$ cat config.mk
export PLATFORM = sky130hd
export DESIGN_NAME = uart_rx_core
export DESIGN_NICKNAME = d
export VERILOG_FILES = /design/src/rtl/uart_pkg.sv /design/src/rtl/uart_rx_bitclk.sv /design/src/rtl/uart_rx_core.sv
export SDC_FILE = /design/constraint.sdc
export NUM_CORES = 1
export LEC_CHECK = 0
export BUFFER_PORTS_ARGS = -buffer_cell sky130_fd_sc_hd__buf_2
export CORE_MARGIN = 2
export CORE_UTILIZATION = 35
export CTS_CLUSTER_SIZE = 12
export DETAILED_ROUTE_END_ITERATION = 10
export PLACE_DENSITY = 0.51
export SLEW_MARGIN = 15
export SYNTH_ARGS = -nofsm -noshare
export SYNTH_HDL_FRONTEND = slang
export SYNTH_HIERARCHICAL = 1
export SYNTH_SLANG_ARGS = --single-unit
$ cat constraint.sdc
create_clock -name Clk -period 6 [get_ports Clk]
set_input_delay 1.8 -clock Clk [delete_from_list [all_inputs] [get_ports Clk]]
set_output_delay 1.8 -clock Clk [all_outputs]
set_load 0.01 [all_outputs]
$ cat src/rtl/uart_pkg.sv
// Shared definitions for the UART receive path: FSM state encodings,
// parity mode constants and receive-data word bit positions.
package uart_pkg;

  typedef enum logic [2:0] {
    ST_WAITMARK = 3'd0,
    ST_IDLE     = 3'd1,
    ST_CHKSTART = 3'd2,
    ST_SHIFT    = 3'd3,
    ST_PARITY   = 3'd4,
    ST_STOP1    = 3'd5,
    ST_STOP2    = 3'd6,
    ST_BREAK    = 3'd7
  } rx_state_e;

  localparam logic [1:0] PAR_ODD   = 2'd0;
  localparam logic [1:0] PAR_EVEN  = 2'd1;
  localparam logic [1:0] PAR_SPACE = 2'd2;
  localparam logic [1:0] PAR_MARK  = 2'd3;

  // Flag positions sit directly above the right-justified data field.
  function automatic int rd_pe_bit(input int max_len);
    return max_len;
  endfunction

  function automatic int rd_fe_bit(input int max_len);
    return max_len + 1;
  endfunction

  function automatic int rd_brk_bit(input int max_len);
    return max_len + 2;
  endfunction

endpackage

$ cat src/rtl/uart_rx_bitclk.sv
// Receive bit timing: RxD synchroniser, 3-sample majority vote and the
// oversampling prescaler whose terminal count marks each bit centre.
module uart_rx_bitclk #(
  parameter int pOvrSmp = 16
) (
  input  logic Clk,
  input  logic Rst,
  input  logic CE_Ovr,
  input  logic RxD,
  input  logic Load,
  output logic RxS,
  output logic Vote,
  output logic TC
);

  localparam int PW = $clog2(pOvrSmp);
  localparam logic [PW-1:0] HALF_M1 = PW'(pOvrSmp / 2 - 1);
  localparam logic [PW-1:0] FULL_M1 = PW'(pOvrSmp - 1);

  logic [1:0]    sync_q;
  logic [2:0]    hist_q;
  logic [PW-1:0] presc_q;
  logic [PW-1:0] presc_d;

  always_ff @(posedge Clk) begin
    if (Rst) begin
      sync_q  <= 2'b11;
      hist_q  <= 3'b111;
      presc_q <= HALF_M1;
    end else begin
      sync_q  <= {sync_q[0], RxD};
      if (CE_Ovr) begin
        hist_q <= {hist_q[1:0], sync_q[1]};
      end
      presc_q <= presc_d;
    end
  end

  assign RxS  = sync_q[1];
  assign Vote = (hist_q[0] & hist_q[1]) | (hist_q[0] & hist_q[2]) | (hist_q[1] & hist_q[2]);
  assign TC   = CE_Ovr && (presc_q == '0);

  // A start detect re-phases the count to land on the middle of the start bit.
  always_comb begin
    presc_d = presc_q;
    if (Load) begin
      presc_d = HALF_M1;
    end else if (TC) begin
      presc_d = FULL_M1;
    end else if (CE_Ovr) begin
      presc_d = presc_q - 1'b1;
    end
  end

endmodule

$ cat src/rtl/uart_rx_core.sv
// UART receive engine: start validation, LSB-first data capture, parity and
// stop checking, line-break detection and the receive holding register write.
module uart_rx_core
  import uart_pkg::*;
#(
  parameter int pOvrSmp = 16,
  parameter int pMaxLen = 9
) (
  input  logic               Clk,
  input  logic               Rst,
  input  logic               CE_Ovr,
  input  logic [3:0]         Len,
  input  logic               NumStop,
  input  logic               ParEn,
  input  logic [1:0]         Par,
  input  logic               RxD,
  output logic [pMaxLen+2:0] RD,
  output logic               WE_RHR,
  output logic               RxIdle,
  output logic               RxBusy,
  output logic               RxBreak
);

  localparam int PE_B  = rd_pe_bit(pMaxLen);
  localparam int FE_B  = rd_fe_bit(pMaxLen);
  localparam int BRK_B = rd_brk_bit(pMaxLen);
  localparam logic [3:0] MAX_LEN = 4'(pMaxLen);

  rx_state_e            state_q, state_d;
  logic [3:0]           cnt_q, cnt_d;
  logic [pMaxLen-1:0]   shreg_q, shreg_d;
  logic                 pe_q, pe_d;
  logic                 fe_q, fe_d;
  logic                 brk_q, brk_d;
  logic                 parbit_q, parbit_d;
  logic                 mark_q, mark_d;
  logic [pMaxLen+2:0]   rd_q, rd_d;
  logic                 we_q, we_d;

  logic                 rxs, vote, tc, load;
  logic [3:0]           eff_len;
  logic [3:0]           bit_idx;
  logic                 is_brk;

  uart_rx_bitclk #(.pOvrSmp(pOvrSmp)) u_bitclk (
    .Clk    (Clk),
    .Rst    (Rst),
    .CE_Ovr (CE_Ovr),
    .RxD    (RxD),
    .Load   (load),
    .RxS    (rxs),
    .Vote   (vote),
    .TC     (tc)
  );

  always_comb begin
    if (Len < 4'd5) begin
      eff_len = 4'd5;
    end else if (Len > MAX_LEN) begin
      eff_len = MAX_LEN;
    end else begin
      eff_len = Len;
    end
  end

  // Wraps to a large value if Len moves mid-character; such bits are dropped.
  assign bit_idx = eff_len - 4'd1 - cnt_q;
  assign is_brk  = (shreg_q == '0) && (!ParEn || !parbit_q);

  always_ff @(posedge Clk) begin
    if (Rst) begin
      state_q  <= ST_WAITMARK;
      cnt_q    <= '0;
      shreg_q  <= '0;
      pe_q     <= 1'b0;
      fe_q     <= 1'b0;
      brk_q    <= 1'b0;
      parbit_q <= 1'b0;
      mark_q   <= 1'b0;
      rd_q     <= '0;
      we_q     <= 1'b0;
    end else begin
      state_q  <= state_d;
      cnt_q    <= cnt_d;
      shreg_q  <= shreg_d;
      pe_q     <= pe_d;
      fe_q     <= fe_d;
      brk_q    <= brk_d;
      parbit_q <= parbit_d;
      mark_q   <= mark_d;
      rd_q     <= rd_d;
      we_q     <= we_d;
    end
  end

  always_comb begin
    state_d  = state_q;
    cnt_d    = cnt_q;
    shreg_d  = shreg_q;
    pe_d     = pe_q;
    fe_d     = fe_q;
    brk_d    = brk_q;
    parbit_d = parbit_q;
    mark_d   = 1'b0;
    rd_d     = rd_q;
    we_d     = 1'b0;
    load     = 1'b0;
    case (state_q)
      ST_WAITMARK: begin
        mark_d = mark_q;
        if (CE_Ovr) begin
          if (rxs && mark_q) begin
            state_d = ST_IDLE;
            mark_d  = 1'b0;
          end else begin
            mark_d = rxs;
          end
        end
      end
      ST_IDLE: begin
        if (CE_Ovr && !rxs) begin
          state_d = ST_CHKSTART;
          load    = 1'b1;
        end
      end
      ST_CHKSTART: begin
        if (tc) begin
          if (vote) begin
            state_d = ST_IDLE;
          end else begin
            shreg_d  = '0;
            cnt_d    = eff_len - 4'd1;
            pe_d     = 1'b0;
            fe_d     = 1'b0;
            brk_d    = 1'b0;
            parbit_d = 1'b0;
            state_d  = ST_SHIFT;
          end
        end
      end
      ST_SHIFT: begin
        if (tc) begin
          for (int i = 0; i < pMaxLen; i++) begin
            if (bit_idx == 4'(i)) begin
              shreg_d[i] = vote;
            end
          end
          if (cnt_q == 4'd0) begin
            if (ParEn) begin
              state_d = ST_PARITY;
            end else if (NumStop) begin
              state_d = ST_STOP2;
            end else begin
              state_d = ST_STOP1;
            end
          end else begin
            cnt_d = cnt_q - 4'd1;
          end
        end
      end
      ST_PARITY: begin
        if (tc) begin
          parbit_d = vote;
          case (Par)
            PAR_ODD:   pe_d = ~((^shreg_q) ^ vote);
            PAR_EVEN:  pe_d = (^shreg_q) ^ vote;
            PAR_SPACE: pe_d = vote;
            default:   pe_d = ~vote;
          endcase
          state_d = NumStop ? ST_STOP2 : ST_STOP1;
        end
      end
      ST_STOP2: begin
        if (tc) begin
          if (!vote) begin
            fe_d = 1'b1;
          end
          state_d = ST_STOP1;
        end
      end
      ST_STOP1: begin
        if (tc) begin
          we_d = 1'b1;
          if (vote) begin
            state_d = ST_IDLE;
          end else begin
            fe_d    = 1'b1;
            brk_d   = is_brk;
            state_d = is_brk ? ST_BREAK : ST_WAITMARK;
          end
          rd_d                = '0;
          rd_d[pMaxLen-1:0]   = shreg_q;
          rd_d[PE_B]          = pe_q;
          rd_d[FE_B]          = fe_d;
          rd_d[BRK_B]         = brk_d;
        end
      end
      ST_BREAK: begin
        if (CE_Ovr && rxs) begin
          state_d = ST_WAITMARK;
        end
      end
      default: state_d = ST_WAITMARK;
    endcase
  end

  assign RD      = rd_q;
  assign WE_RHR  = we_q;
  assign RxIdle  = (state_q == ST_IDLE);
  assign RxBusy  = (state_q == ST_CHKSTART) || (state_q == ST_SHIFT) || (state_q == ST_PARITY) ||
                   (state_q == ST_STOP1) || (state_q == ST_STOP2);
  assign RxBreak = (state_q == ST_BREAK);

endmodule

==> results of run 1 <==
-- state kept, by name, summed over array words and instances (netlist names) --
register / flops
u_bitclk/sync_q: 2
state_q: 3
brk_q: 1
shreg_q: 9
WE_RHR: 1
cnt_q: 4
RD: 12
u_bitclk/hist_q: 3
mark_q: 1
pe_q: 1
parbit_q: 1
fe_q: 1
u_bitclk/presc_q: 4
-- metrics by stage --
step | hold slack [ns] | utilization
after floorplan | 0.389 | -
after global placement | 0.397 | 0.382
after detailed placement | 0.398 | 0.382
after CTS | 0.419 | 0.394
after global routing | 0.444 | 0.394
final | 0.416 | 0.394
-- area by class of cell --
class	instances	area [um^2]	area share
Multi-Input combinational cell	232	1530	0.546
Sequential cell	43	861	0.306
Timing Repair Buffer	27	135	0.0481
Tap cell	99	124	0.0441
Clock buffer	6	72.6	0.0258
Inverter	19	71.3	0.0254
Clock inverter	2	12.5	0.00445
-- cells in the final DEF, fill, tap and decap left out, types with 4 or more instances in the layout --
cell type   n
a21oi_1    23
a31oi_1     6
a32oi_1     9
buf_2      27
clkbuf_8    5
dfxtp_1    43
ha_1       11
inv_1      19
mux2i_1     4
nand2_1    47
nand2b_1    5
nand3_1     7
nand3b_1    4
nor2_1     21
nor2b_1     4
nor3_1      7
o21ai_0    11
o311ai_0    6
xnor2_1     7
-- metal layers --
layer / vias to the layer above / GRT usage / wire length (um)
met1: 1037 / 0.198 / 2830
met2: 46 / 0.242 / 2560
li1: 1139 / - / -
met3: 6 / 0.0388 / 185
met5: - / 0 / 0
met4: 0 / 0.0448 / 59
-- logic make-up after synthesis --
| kind of cell | after synthesis | synth area share |
|---|---|---|
| compound gates | 77 | 0.209 |
| xor+xnor | 13 | 0.0583 |
| fa+ha+maj | 13 | 0.0662 |
| buf+inv | 32 | 0.0543 |
| flops | 43 | 0.340 |
| mux | 5 | 0.0203 |
| simple gates | 124 | 0.252 |
-- power by group --
part | internal [W] | switching (W) | total [W]
combinational | 0.0000562 | 0.0000699 | 0.000126
clock | 0.0000816 | 0.000105 | 0.000186
sequential | 0.000295 | 0.0000297 | 0.000325
total | 0.000433 | 0.000204 | 0.000637
-- worst max-delay path by stage --
| stage | start | endpoint | slack [ns] |
|---|---|---|---|
| after floorplan | Len[3] | shreg_q[8]$_SDFFE_PP0P_ | 2.09 |
| after global placement | Len[3] | shreg_q[8]$_SDFFE_PP0P_ | 1.72 |
| after detailed placement | Len[3] | shreg_q[8]$_SDFFE_PP0P_ | 1.65 |
| after CTS | Len[3] | shreg_q[8]$_SDFFE_PP0P_ | 1.96 |
| after global routing | Len[3] | shreg_q[8]$_SDFFE_PP0P_ | 1.73 |
| final | Len[3] | shreg_q[8]$_SDFFE_PP0P_ | 1.94 |
-- worst max-delay path, stage by stage --
cell and delay [ns]:
buf_2 0.13, nand3b_1 0.19, a21o_1 0.20, inv_1 0.08
ha_1 0.25, fa_1 0.44, xor2_1 0.54, nand3_1 0.21
or3_1 0.38, nand3_1 0.06
==> impl_results.md, run 1 <==
- Status: complete, no violations
- HP Class: register to register
- CTS buffer count: 5
- Final slew viol count: 0
- Cell Area, Synth: 2530 um^2
- Synth area leaders: dfxtp_1 34%, nand2_1 7.0%, ha_1 5.4%, a21oi_1 4.5%, a32oi_1 3.1%
- Setup CP Type: primary input to register
- Num rows: 31
- CTS resizes: 0
- Maximum buffer depth of the clock tree: 2
- Yosys cell types: 58
- Port Buffer Count: 27
- Max Fclk: 246 MHz
- Num ports: 28
- DR DRC count: 0
- Final WL: 5.64 mm
- DP Cell Count: 420
- Primary FF master, synth: dfxtp_1
- Reg clk slew, reported paths: 0.09 ns
- Hold path start: u_bitclk/sync_q[0]$_SDFF_PP1_
- Vias in the first global route: 2014
- Worst R2R End: RD[11]$_SDFFE_PP0P_
- Total setup buffers inserted after CTS: 0
- Initial DRC Count: 129
- Overall power: 0.000637 W
- Mapped Cells: 307
- #FFs+latches synth: 43
- Fillers: 783
- Max cap viols: 0
- DP Area: 2730 um^2
- # clock sinks: 43
- DR vias: 2228
- CP Max Fanout: 9
- Pre-antenna DRT Iters: 4
- CTS tree: built
- Drt via density: 5.21
- EDFF count, synth: 0
- Overflow after GRT: 0
- Critical path endpoint category: register
- Worst R2R Start: state_q[2]$_SDFFE_PP0P_
- HPWL after DPL: 3.99 mm
- CTS root buf: clkbuf_8
- DIE AREA: 7930 um^2
- Setup WS pre-CTS: 1.65 ns
- CORE AREA: 7140 um^2
- Hold_buf cts: 0
- R2R depth: 5
- Setup tns final: 0 ns
- Initial Util: 0.355
- Final #Nets: 352
- Synth-to-layout area growth: 11.0%
- CP Launch Type: primary input
- Final clock skew: 0.00716 ns
- Async S/R FF share, synth: 0
- Die Ht: 89.1 um
- Final Cell Area: 2810 um^2
- Antenna-violating nets left: 0
- Die Width: 89.1 um
- Layout cells sized above 1: 0.152
- Critical path arrival: 4.30 ns
- H-tree depth: 2
- Post-synth net total: 331
- Reg-to-reg setup timing slack: 3.67 ns
- Gr usage total: 0.150
- Final setup fails: 0
- Largest net degree at the start of global routing: 36
- Hold Path End: u_bitclk/sync_q[1]$_SDFF_PP1_
- Yosys top cell by area: dfxtp_1
- Yosys warns: 6
- RSZ-0062 raised after global routing: false
- Final hold violations: 0
- PwrDens: 227 nW/um^2
- RD Place Congestion: 0.786
- N_diodes: 0
- First-pass GRT wire length: 9.43 mm
- Synth top cells by count: 47 x nand2_1, 43 x dfxtp_1, 23 x a21oi_1, 21 x nor2_1, 19 x inv_1
- Hold depth: 1
- Final worst setup slack: 1.94 ns
- VDD IR max: 84.1 uV
- Worst-Skew Late Latency: 0.30 ns
- Slew headroom: 0.425
- Leakage: 1.09 nW
- Post-route clock period utilization: 0.677
- Drt wl/cell: 13.2 um
- Syn avg cell area: 8.25 um^2
- Initial antenna violation count: 0
- Top-area cell type share of the netlist area: 0.340
- Slew @ Worst Pin: 0.858 ns
- Fin crit period: 4.06 ns
- Register area share after synthesis: 0.340
- Critical Path RT: 6.24 ns
- Non-filler cells in the finished layout: 428
- Most frequent cell after synthesis: nand2_1
Note: power is estimated with default switching activity, not from simulation.
==> inputs of run 2 (changes only) <==
Settings changed: ABC_AREA set to 1, PLACE_DENSITY 0.51 to 0.53.
Clock period 6 ns to 3.56 ns, I/O delays scaled along.
==> run 2 against run 1 <==
Power up 59%. Final cell count up 11%. Via count up 0.18%. Clock-buffer cell count unchanged. Combinational power up 48%. First-iteration DRC count down 36%. Wire length down 6.7%. Critical path type unchanged. Largest cell class unchanged.
==> impl_results.md, run 2 <==
- Hold_buf cts: 0 (unchanged)
- Drt via density: 4.72 (-9.4%)
- Commonest non-fill, non-tap cell in the layout: nand2_1
- Synth top cells by count: 73 x nand2_1, 43 x dfxtp_1, 42 x inv_1, 38 x nand3_1, 35 x a21oi_1
- CTS buffer count: 5 (unchanged)
- DIE AREA: 7720 um^2 (-2.6%)
- Drt wl/cell: 11.1 um (-16%)
- Yosys top cell by area: dfxtp_1
- CTS tree: built
- CTS root buf: clkbuf_8
- CP Max Fanout: 9 (unchanged)
- EDFF count, synth: 0 (unchanged)
- Critical path arrival: 3.20 ns (-1.10 ns)
- DR vias: 2232 (+0.18%)
- Worst R2R End: brk_q$_SDFFE_PP0P_
- Total setup buffers inserted after CTS: 0 (unchanged)
- Final WL: 5.26 mm (-6.7%)
- First-pass GRT wire length: 9.07 mm (-3.9%)
- Yosys cell types: 33 (-43%)
- Overflow after GRT: 0 (unchanged)
- Final setup fails: 0 (unchanged)
- Reg clk slew, reported paths: 0.09 ns (about the same)
- Max Fclk: 334 MHz
- Critical Path RT: 3.76 ns (-2.48 ns)
- Synth-to-layout area growth: 12.2%
- Post-route clock period utilization: 0.841
- Primary FF master, synth: dfxtp_1
- Largest net degree at the start of global routing: 27 (-25%)
- Slew @ Worst Pin: 0.819 ns (-0.0387 ns)
- Worst R2R Start: u_bitclk/presc_q[0]$_SDFFE_PP1P_
- Final hold violations: 0 (unchanged)
- Pre-antenna DRT Iters: 5 (+1)
- # clock sinks: 43 (unchanged)
- Hold Path End: u_bitclk/sync_q[1]$_SDFF_PP1_
- Maximum buffer depth of the clock tree: 2 (unchanged)
- Worst path cell trace: buf_2 -> nor2_1 -> nand2_1 -> a21oi_1 -> ha_1 -> xnor2_1 -> ha_1 -> nand2_1 -> nand2_1 -> a21oi_1 -> nand3_1 -> nand2_1 -> nand3_1 -> nand2_1 -> nand3_1 -> nand2_1 -> nor2_1
- Hold depth: 1 (unchanged)
- Synth area leaders: dfxtp_1 35%, nand2_1 11%, nand3_1 7.7%, a21oi_1 7.1%, inv_1 6.4%
- Critical path endpoint category: register
- Gr busiest metal: met2
- Die Width: 87.9 um (-1.3%)
- Reg-to-reg setup timing slack: 1.55 ns (-2.12 ns)
- Slew headroom: 0.453 (+0.0279)
- Slowest cell on crit path: ha_1
- CTS resizes: 0 (unchanged)
- Routing usage on met3: 0.0311 (-0.00768)
- RD Place Congestion: 0.843 (+7.3%)
- Status: complete, no violations
- VDD IR max: 240 uV (+190%)
- #FFs+latches synth: 43 (unchanged)
- Gr usage total: 0.147 (-0.00293)
- Layout cells sized above 1: 0.159 (+0.00718)
- CORE AREA: 6790 um^2 (-4.8%)
- Mapped Cells: 349 (+14%)
- Fillers: 730 (-6.8%)
- Initial DRC Count: 83 (-36%)
- Final #Nets: 400 (+14%)
- Hold path start: u_bitclk/sync_q[0]$_SDFF_PP1_
- Antenna-violating nets left: 0 (unchanged)
- Num ports: 28 (unchanged)
- Register area share after synthesis: 0.350 (+0.00967)
- Syn avg cell area: 7.06 um^2 (-14%)
- CP Launch Type: primary input
- Crit path top cell by count: nand2_1
- Vias in the first global route: 2063 (+2.4%)
- Commonest non-fill, non-tap cells in the layout: 73 x nand2_1, 43 x dfxtp_1, 42 x inv_1, 38 x nand3_1, 35 x a21oi_1
- H-tree depth: 2 (unchanged)
- Max cap viols: 0 (unchanged)
- Crit path largest cell delay: 0.29 ns (-0.25 ns)
- Initial antenna violation count: 0 (unchanged)
- Met1 Use GR: 0.194 (-0.00417)
- Setup CP Type: primary input to register
- HP Class: register to register
- Port Buffer Count: 27 (unchanged)
- Max FFs per register: 12 (unchanged)
- Yosys warns: 6 (unchanged)
- Final slew viol count: 0 (unchanged)
- Top-area cell type share of the netlist area: 0.350 (+0.00967)
- Cell Area, Synth: 2460 um^2 (-2.8%)
- Die Ht: 87.9 um (-1.3%)
- RSZ-0062 raised after global routing: false
- PwrDens: 366 nW/um^2 (+61%)
- Fin crit period: 2.99 ns
- Setup tns final: 0 ns (unchanged)
- Initial Util: 0.362 (+0.00759)
- Post-Route Utilization: 0.407 (+0.0131)
- GR Layer Usage met2: 0.237 (-0.00528)
- Async S/R FF share, synth: 0 (unchanged)
- Final clock skew: 0.0109 ns (+0.00377 ns)
- Num rows: 30 (-3.2%)
- N_diodes: 0 (unchanged)
- R2R depth: 10 (+5)
- DR DRC count: 0 (unchanged)
- Worst-Skew Late Latency: 0.30 ns (about the same)
- Post-synth net total: 373 (+13%)
- HPWL after DPL: 4.01 mm (+0.57%)
- Most frequent cell after synthesis: nand2_1
- Leakage: 1.22 nW (+12%)
[run 2: cell types whose count changed in the layout (fill, tap and decap cells not counted), moves of 9 or more]
cell,change
a21oi_1,+12
nand2_1,+26
a32oi_1,-9
o21ai_0,+11
inv_1,+23
nand3_1,+31
[run 2: power breakdown]
| part | total [W] | internal [W] | leakage, nW | switching, W |
|---|---|---|---|---|
| combinational | 0.000187 | 0.0000628 | 0.834 | 0.000124 |
| clock | 0.000310 | 0.000137 | 0.0412 | 0.000172 |
| sequential | 0.000515 | 0.000495 | 0.349 | 0.0000193 |
[run 2: kinds of logic (layout without fill, tap and decap cells)]
kind of cell             count (synthesis)  after routing  synth area share
AO/OA/AOI/OAI                           70             70             0.158
adder cells (fa/ha/maj)                 13             13            0.0681
AND/OR/NAND/NOR                        156            156             0.296
flip-flops                              43             43             0.350
buffers and inverters                   58             86            0.0960
XOR/XNOR                                 9              9            0.0320
[run 2: stage by stage]
stage	worst slack, ns	area [um^2]	power [W]	instances	hold WS, ns
floorplan	0.570	2460	0.000666	349	0.389
global placement	0.307	2680	0.000714	465	0.394
detailed placement	0.266	2680	0.000712	465	0.395
CTS	0.593	2760	0.00102	473	0.416
global route	0.292	2760	0.00107	473	0.448
finish	0.567	2760	0.00101	473	0.413
[run 2: worst max-delay path, delay by kind of cell]
family,cells,cell delay [ns]
simple gates,11,1.03
fa+ha+maj,2,0.49
compound gates,2,0.35
buf+inv,1,0.13
xor+xnor,1,0.13
[run 2: how the worst max path moves through the flow]
stage | startpoint | to | slack [ns] | cells after the start
after floorplan | Len[1] | shreg_q[8]$_SDFFE_PP0P_ | 0.57 | 12
after global placement | Len[3] | shreg_q[8]$_SDFFE_PP0P_ | 0.31 | 17
after detailed placement | Len[3] | shreg_q[4]$_SDFFE_PP0P_ | 0.27 | 17
after CTS | Len[3] | shreg_q[7]$_SDFFE_PP0P_ | 0.59 | 17
after global routing | Len[3] | shreg_q[0]$_SDFFE_PP0P_ | 0.29 | 17
final | Len[3] | shreg_q[1]$_SDFFE_PP0P_ | 0.57 | 17
[run 2: per-layer routing]
metal  share of wire  vias to the layer above
met1            0.51                      994
met2            0.45                       38
li1                -                     1194
met5               0                        -
met3           0.035                        6
met4           0.012                        0
[run 2: layout make-up]
type / instances / area [um^2] / share of cell area
multi-input cells: 248 / 1370 / 0.494
flip-flops and latches: 43 / 861 / 0.311
clock buffers: 6 / 72.6 / 0.0263
well taps: 96 / 120 / 0.0435
clock inverters: 2 / 12.5 / 0.00453
inverters: 50 / 190 / 0.0688
repair buffers: 28 / 143 / 0.0516
